`src/rtl/mux_rr_arbiter.sv`:
```
// ============================================================================
//  Module      : mux_rr_arbiter
//  Description : Two-requester round-robin arbiter driving a shared 2:1 data
//                mux and a single registered output stage. A grant is held
//                for up to BURST accepted beats while the other side waits,
//                then hands over with no idle cycle in between.
//  Ports       : clk, rst_n            - clock, async active-low reset
//                I0_valid/data/ready   - requester 0 valid/ready stream
//                I1_valid/data/ready   - requester 1 valid/ready stream
//                out_valid/data/ready  - registered output stream
//                S                     - mux select / current grant
//                busy                  - arbiter is holding a grant
//  Revision    : 1.0 - initial release
// ============================================================================
`default_nettype none

module mux_rr_arbiter #(
    parameter int WIDTH = 8,
    parameter int BURST = 4
) (
    input  logic             clk,
    input  logic             rst_n,
    input  logic             I0_valid,
    input  logic [WIDTH-1:0] I0_data,
    output logic             I0_ready,
    input  logic             I1_valid,
    input  logic [WIDTH-1:0] I1_data,
    output logic             I1_ready,
    output logic             out_valid,
    output logic [WIDTH-1:0] out_data,
    input  logic             out_ready,
    output logic             S,
    output logic             busy
);

    // Counter must be able to hold the saturated value BURST itself.
    localparam int                 CNT_W   = $clog2(BURST + 1);
    localparam logic [CNT_W-1:0]   C_BURST = CNT_W'(BURST);
    localparam logic [CNT_W-1:0]   C_LAST  = CNT_W'(BURST - 1);

    typedef enum logic [1:0] {
        IDLE = 2'd0,
        GNT0 = 2'd1,
        GNT1 = 2'd2
    } state_t;

    state_t             r_state;
    state_t             w_next_state;
    logic               r_last;
    logic [CNT_W-1:0]   r_cnt;
    logic               r_s;
    logic               r_out_valid;
    logic [WIDTH-1:0]   r_out_data;

    logic               w_space;
    logic               w_acc0;
    logic               w_acc1;
    logic               w_acc;
    logic               w_cur_valid;
    logic               w_oth_valid;
    logic               w_burst_hit;

    // The output register can take a beat when empty or when it drains now.
    assign w_space  = !r_out_valid | out_ready;
    assign I0_ready = (r_state == GNT0) & w_space;
    assign I1_ready = (r_state == GNT1) & w_space;
    assign w_acc0   = I0_valid & I0_ready;
    assign w_acc1   = I1_valid & I1_ready;
    assign w_acc    = w_acc0 | w_acc1;

    // Valid of the granted side and of the waiting side (don't-care in IDLE).
    assign w_cur_valid = (r_state == GNT1) ? I1_valid : I0_valid;
    assign w_oth_valid = (r_state == GNT1) ? I0_valid : I1_valid;

    // This accept is the BURST-th beat of the grant (or beyond, if saturated).
    assign w_burst_hit = w_acc & (r_cnt >= C_LAST);

    // ------------------------------------------------------------------------
    // Grant FSM
    // ------------------------------------------------------------------------
    always_ff @(posedge clk or negedge rst_n) begin
        if (!rst_n) begin
            r_state <= IDLE;
        end else begin
            r_state <= w_next_state;
        end
    end

    always_comb begin
        w_next_state = r_state;
        case (r_state)
            IDLE: begin
                if (I0_valid && I1_valid) begin
                    // Tie goes to the side that did not hold the last grant.
                    w_next_state = r_last ? GNT0 : GNT1;
                end else if (I0_valid) begin
                    w_next_state = GNT0;
                end else if (I1_valid) begin
                    w_next_state = GNT1;
                end
            end
            GNT0, GNT1: begin
                if (w_oth_valid && (w_burst_hit || !w_cur_valid)) begin
                    w_next_state = (r_state == GNT0) ? GNT1 : GNT0;
                end else if (!w_cur_valid && !w_oth_valid) begin
                    w_next_state = IDLE;
                end
            end
            default: w_next_state = IDLE;
        endcase
    end

    // ------------------------------------------------------------------------
    // Beat counter, round-robin history and mux select
    // ------------------------------------------------------------------------
    always_ff @(posedge clk or negedge rst_n) begin
        if (!rst_n) begin
            r_last <= 1'b1;
            r_cnt  <= '0;
            r_s    <= 1'b0;
        end else begin
            if (w_next_state != r_state) begin
                r_cnt <= '0;
            end else if (w_acc && (r_cnt != C_BURST)) begin
                r_cnt <= r_cnt + 1'b1;
            end
            if ((r_state != IDLE) && (w_next_state != r_state)) begin
                r_last <= (r_state == GNT1);
            end
            // Select tracks the grant and keeps its value through IDLE.
            if (w_next_state != IDLE) begin
                r_s <= (w_next_state == GNT1);
            end
        end
    end

    // ------------------------------------------------------------------------
    // Output register: loads only on accept, so unaccepted data is never seen
    // ------------------------------------------------------------------------
    always_ff @(posedge clk or negedge rst_n) begin
        if (!rst_n) begin
            r_out_valid <= 1'b0;
            r_out_data  <= '0;
        end else if (w_acc) begin
            r_out_valid <= 1'b1;
            r_out_data  <= w_acc1 ? I1_data : I0_data;
        end else if (out_ready) begin
            r_out_valid <= 1'b0;
        end
    end

    assign out_valid = r_out_valid;
    assign out_data  = r_out_data;
    assign S         = r_s;
    assign busy      = (r_state != IDLE);

endmodule

`default_nettype wire

```
`config.mk`:
```
export PLATFORM = sky130hd
export DESIGN_NAME = mux_rr_arbiter
export DESIGN_NICKNAME = d
export VERILOG_FILES = /design/src/rtl/mux_rr_arbiter.sv
export SDC_FILE = /design/constraint.sdc
export NUM_CORES = 1
export LEC_CHECK = 0
export BUFFER_PORTS_ARGS = -buffer_cell sky130_fd_sc_hd__buf_2
export CAP_MARGIN = 20
export CORE_MARGIN = 3
export CORE_UTILIZATION = 53
export CTS_CLUSTER_DIAMETER = 50
export DETAILED_ROUTE_END_ITERATION = 10
export PLACE_DENSITY = 0.93
export SYNTH_ARGS = -nofsm -noshare
export SYNTH_HDL_FRONTEND = slang
export SYNTH_SLANG_ARGS = --single-unit
```
`constraint.sdc`:
```
create_clock -name clk -period 5 [get_ports clk]
set_clock_uncertainty 0.2 [all_clocks]
set_input_delay 0.25 -clock clk [delete_from_list [all_inputs] [get_ports clk]]
set_output_delay 0.25 -clock clk [all_outputs]
set_load 0.02 [all_outputs]
```
# == Yosys cells after proc, flatten, opt, wreduce, memory -nomap -nowiden ==
# Index checks and enable logic that the tools add are counted.
# Widths: inputs -> output; s select.
# totals
regBits,16
latch_bits,0
ram_bits,0
romBits,0
inputBits,21
out_inout_bits,13
elab_cells,50
memories,0
# classes
addsub,1
multipliers,0
div,0
n_lt_le_gt_ge,1
n_eq_ne,5
shifts,0
mux,15
bitwise_logic,7
n_reduce_logical,15
# ops
cell,count
$mux 2,7
$mux 8,1
$reduce_bool 2->1,4
$mux 3,2
$and 1x1->1,5
$logic_and 1x1->1,5
$eq 2x2->1 const B,2
$mux 1,4
$pmux 2 s2,1
$add 3x1->3 const B,1
$ge 3x2->1 const B,1
$logic_not 1->1,3
$ne 3x3->1 const B,1
$eq 2x1->1 const B,1
$logic_not 2->1,1
$ne 2x2->1,1
$or 1x1->1,2
$reduce_or 2->1,1
$logic_or 1x1->1,1

# == Logic depth before layout (Yosys ltp) ==
# logic_depth
ltp_word,12
ltp_mapped,8

# == Worst setup path before layout ==
# No wires, ideal clock.
# synth_path
path_type,reg2reg
startpoint,register r_cnt[0]
endpoint,register r_last
setup_ps,82
t_arrival_ps,2116
t_required_ps,4718
setup_slack_ps,2602
path_stages_with_launch,9
period_less_slack_ps,2398
cell_sequence,dfrtp_1 > ha_1 > ha_1 > a211oi_2 > nor3_1 > a311oi_4 > nor3b_2 > o31a_1 > mux2_4
# synth_via
elab_chain_cells,8
# synth_rtl
item,line_no,rtl
"start, declared",50,logic [CNT_W-1:0] r_cnt;
"start signal, assigned",125,r_cnt <= r_cnt + 1'b1;
$ge 3x2->1,76,assign w_burst_hit = w_acc & (r_cnt >= C_LAST);
$and 1x1->1,76,
$logic_or 1x1->1,103,if (w_oth_valid && (w_burst_hit || !w_cur_valid)) begin
$logic_and 1x1->1,103,
$mux 2,103,
$pmux 2 s2,91,case (r_state)
$ne 2x2->1,127,if ((r_state != IDLE) && (w_next_state != r_state)) begin
$logic_and 1x1->1,127,
"end signal, assigned",128,r_last <= (r_state == GNT1);
"end, declared",49,logic r_last;
# No other way between the ends.
# A chain may end at the register's enable or synchronous reset.

# == Worst setup path in the final report ==
# Ends and elaborated chain as after synthesis.

==> results.sh <==
export IMPL_cts_repair_resized=0
export IMPL_finalCritPeriodShare_pct=54.2
export IMPL_cts_hold_buf=1
export IMPL_hold_start="I1_data[6]"
export IMPL_numPortBuffers=33
export IMPL_dpl_hpwl_um=1770
export IMPL_finalSetupViolations=0
export IMPL_drive_gt1_share_pct=33.8
export IMPL_fin_area_sq_um=1240
export IMPL_insertion_delay_ns=0.28
export IMPL_postRouteAntennaNets=0
export IMPL_cp_cell_sequence="ha_1 -> ha_1 -> a211oi_2 -> o311ai_1 -> a31oi_1 -> nor3b_2 -> o31a_1 -> mux2_4"
export IMPL_post_cts_buffers=0
export IMPL_maxCapViolCount=0
export IMPL_timing_fmax_mhz=369
export IMPL_irDropWorstVdd_v=0.000357
export IMPL_yosysSeqAreaShare_pct=39.4
export IMPL_critPathArrivalTime_ns=2.73
export IMPL_insertedDiodeCount=0
export IMPL_setup_ws_ns=2.29
export IMPL_cts_tree="built"
export IMPL_nets=165
export IMPL_rsz0062_at_grt="false"
export IMPL_hold_class="in2reg"
export IMPL_synthToLayoutAreaGrowth_pct=21.9
export IMPL_crit_required_ns=5.01
export IMPL_endpoint_kind="flop"
export IMPL_worst_pin_slew_ns=0.549
export IMPL_reg2reg_depth=8
export IMPL_clk_path_buf_depth=2
export IMPL_finalSetupTns_ns=0
export IMPL_critical_path_startpoint_type="flop"
export IMPL_antenna_found_initial=0
export IMPL_ys_ff_latch=16
export IMPL_drv_slew=0
export IMPL_detailed_place_area_sq_um=1190
export IMPL_startpoint="r_cnt[0]"
export IMPL_power_leakage_nw=0.645
export IMPL_final_hold_viol_count=0
export IMPL_drt_first_pass_iters=4
export IMPL_p_total_mw=0.724
export IMPL_syn_avg_cell_area_sq_um=9.99
export IMPL_drtIter0Drc=29
export IMPL_r2r_setup_slack_ns=2.29
export IMPL_clkTransAtPathRegs_ns=0.10
export IMPL_die_h_um=49.8
export IMPL_final_common_cell="buf_2"
export IMPL_core_area_sq_um=1760
export IMPL_vias_per_cell=5.41
export IMPL_slowest_delay_ns=0.44
export IMPL_overflow=0
export IMPL_numCtsBuffers=3
export IMPL_grt_usage_pct=21.1
export IMPL_path_common_cell="ha_1"
export IMPL_critPathKind="reg2reg"
export IMPL_cts_root_buf="clkbuf_4"
export IMPL_status="finished clean"
export IMPL_rr_startpoint="r_cnt[0]"
export IMPL_die_area_sq_um=2480
export IMPL_grt_max_degree=20
export IMPL_htree_levels=1
export IMPL_power_density_nw_per_um2=583
export IMPL_gp_congestion=0.967
export IMPL_grt_pass1_wl_um=4050
export IMPL_drc=0
export IMPL_wl_per_cell_um=14.3
export IMPL_synth_distinct_cells=34
export IMPL_vias=871
export IMPL_final_util_pct=70.4
export IMPL_rows=15
export IMPL_start_util_pct=57.7
export IMPL_whs_path_depth=3
export IMPL_boundaryPins=34
export IMPL_place_ws_ns=2.35
export IMPL_yosysWarnings=0
export IMPL_netlist_instances=102
export IMPL_synth_area_sq_um=1020
export IMPL_routed_wl_um=2310
export IMPL_max_slew_margin_pct=63.4
export IMPL_finalCriticalPeriod_ns=2.71
export IMPL_fp_dieW_um=49.8
export IMPL_cts_sinks=16
export IMPL_path_max_fanout=4
export IMPL_crit_slowest_cell="dfrtp_1"
export IMPL_grt_pass1_vias=911
export IMPL_synth_nets=130
export IMPL_final_cell_mix="33 x buf_2, 15 x dfrtp_1, 12 x o21ai_0, 11 x mux2i_1, 11 x nand2_1"
## critical path: cells and delay by family (launching register included)
family / cells / cell delay (ns)
AO/OA/AOI/OAI: 4 / 0.95
AND/OR/NAND/NOR: 1 / 0.34
multiplexers: 1 / 0.31
adder cells (fa/ha/maj): 2 / 0.41
flip-flops: 1 / 0.44
## metrics by stage
stage / instances / hold WS (ns)
after floorplan: 102 / -0.246
after global placement: 156 / -0.0279
after detailed placement: 156 / -0.0164
after CTS: 161 / 0.0518
after global routing: 161 / 0.0596
final: 161 / 0.0458
## layout make-up
class                   instances  area (sq um)
multi-input cells              74           567
fillers                       148           523
flip-flops and latches         16           402
repair buffers                 34           175
clock buffers                   4          36.3
well taps                      25          31.3
inverters                       8          30.0
## power by group
group | switching [mW] | internal (mW) | leakage, nW
Combinational | 0.252 | 0.165 | 0.423
Sequential | 0.0369 | 0.184 | 0.202
Clock | 0.0417 | 0.0443 | 0.0210
## flip-flops by register name, summed over array words and instances, names as in the netlist
register	count
r_state	2
r_last	1
out_data	8
S	1
r_cnt	3
out_valid	1
## metal layers
metal	part of all wire, %	vias to the layer above	global-route usage (%)
met4	3.6	0	7.83
met1	38	408	23.0
met5	0	-	0
li1	-	423	-
met2	55	28	39.9
met3	3.4	12	3.63
## synth_stat cells
master	count	area, sq um
a211oi_2	1	12.5
a21bo_2	1	10.0
a21oi_1	3	15.0
a22oi_1	1	7.51
a311oi_4	1	26.3
a31oi_1	2	12.5
and2_1	1	6.26
and2_2	1	7.51
buf_2	1	5.00
buf_4	1	7.51
clkbuf_1	2	7.51
dfrtp_1	15	375
dfstp_2	1	26.3
ha_1	7	87.6
inv_1	8	30.0
mux2_4	1	15.0
mux2i_1	11	110
nand2_1	11	41.3
nand2b_1	2	12.5
nor2_1	3	11.3
nor2b_1	1	6.26
nor3_1	2	10.0
nor3b_2	1	12.5
nor3b_4	1	18.8
nor4_1	2	12.5
o21ai_0	12	60.1
o21ba_2	1	10.0
o21bai_1	1	7.51
o22ai_1	1	6.26
o311ai_1	1	8.76
o31a_1	1	8.76
or2_1	1	6.26
or2b_1	2	15.0
xnor2_1	1	8.76
## worst paths after layout
check	to
setup / recovery	r_last
hold / removal	out_data[6]
setup reg to reg	r_last
hold reg to reg	out_data[6]
max in group asynchronous	r_last
min in group asynchronous	out_data[3]
## cell families after synthesis
family / count (synthesis) / share of synthesized area, %
adder cells (fa/ha/maj): 7 / 8.60
AO/OA/AOI/OAI: 26 / 18.2
buffers and inverters: 12 / 4.91
XOR/XNOR: 1 / 0.860
multiplexers: 12 / 12.3
AND/OR/NAND/NOR: 28 / 15.7
flip-flops: 16 / 39.4
Note: power is estimated with default switching activity, not from simulation.
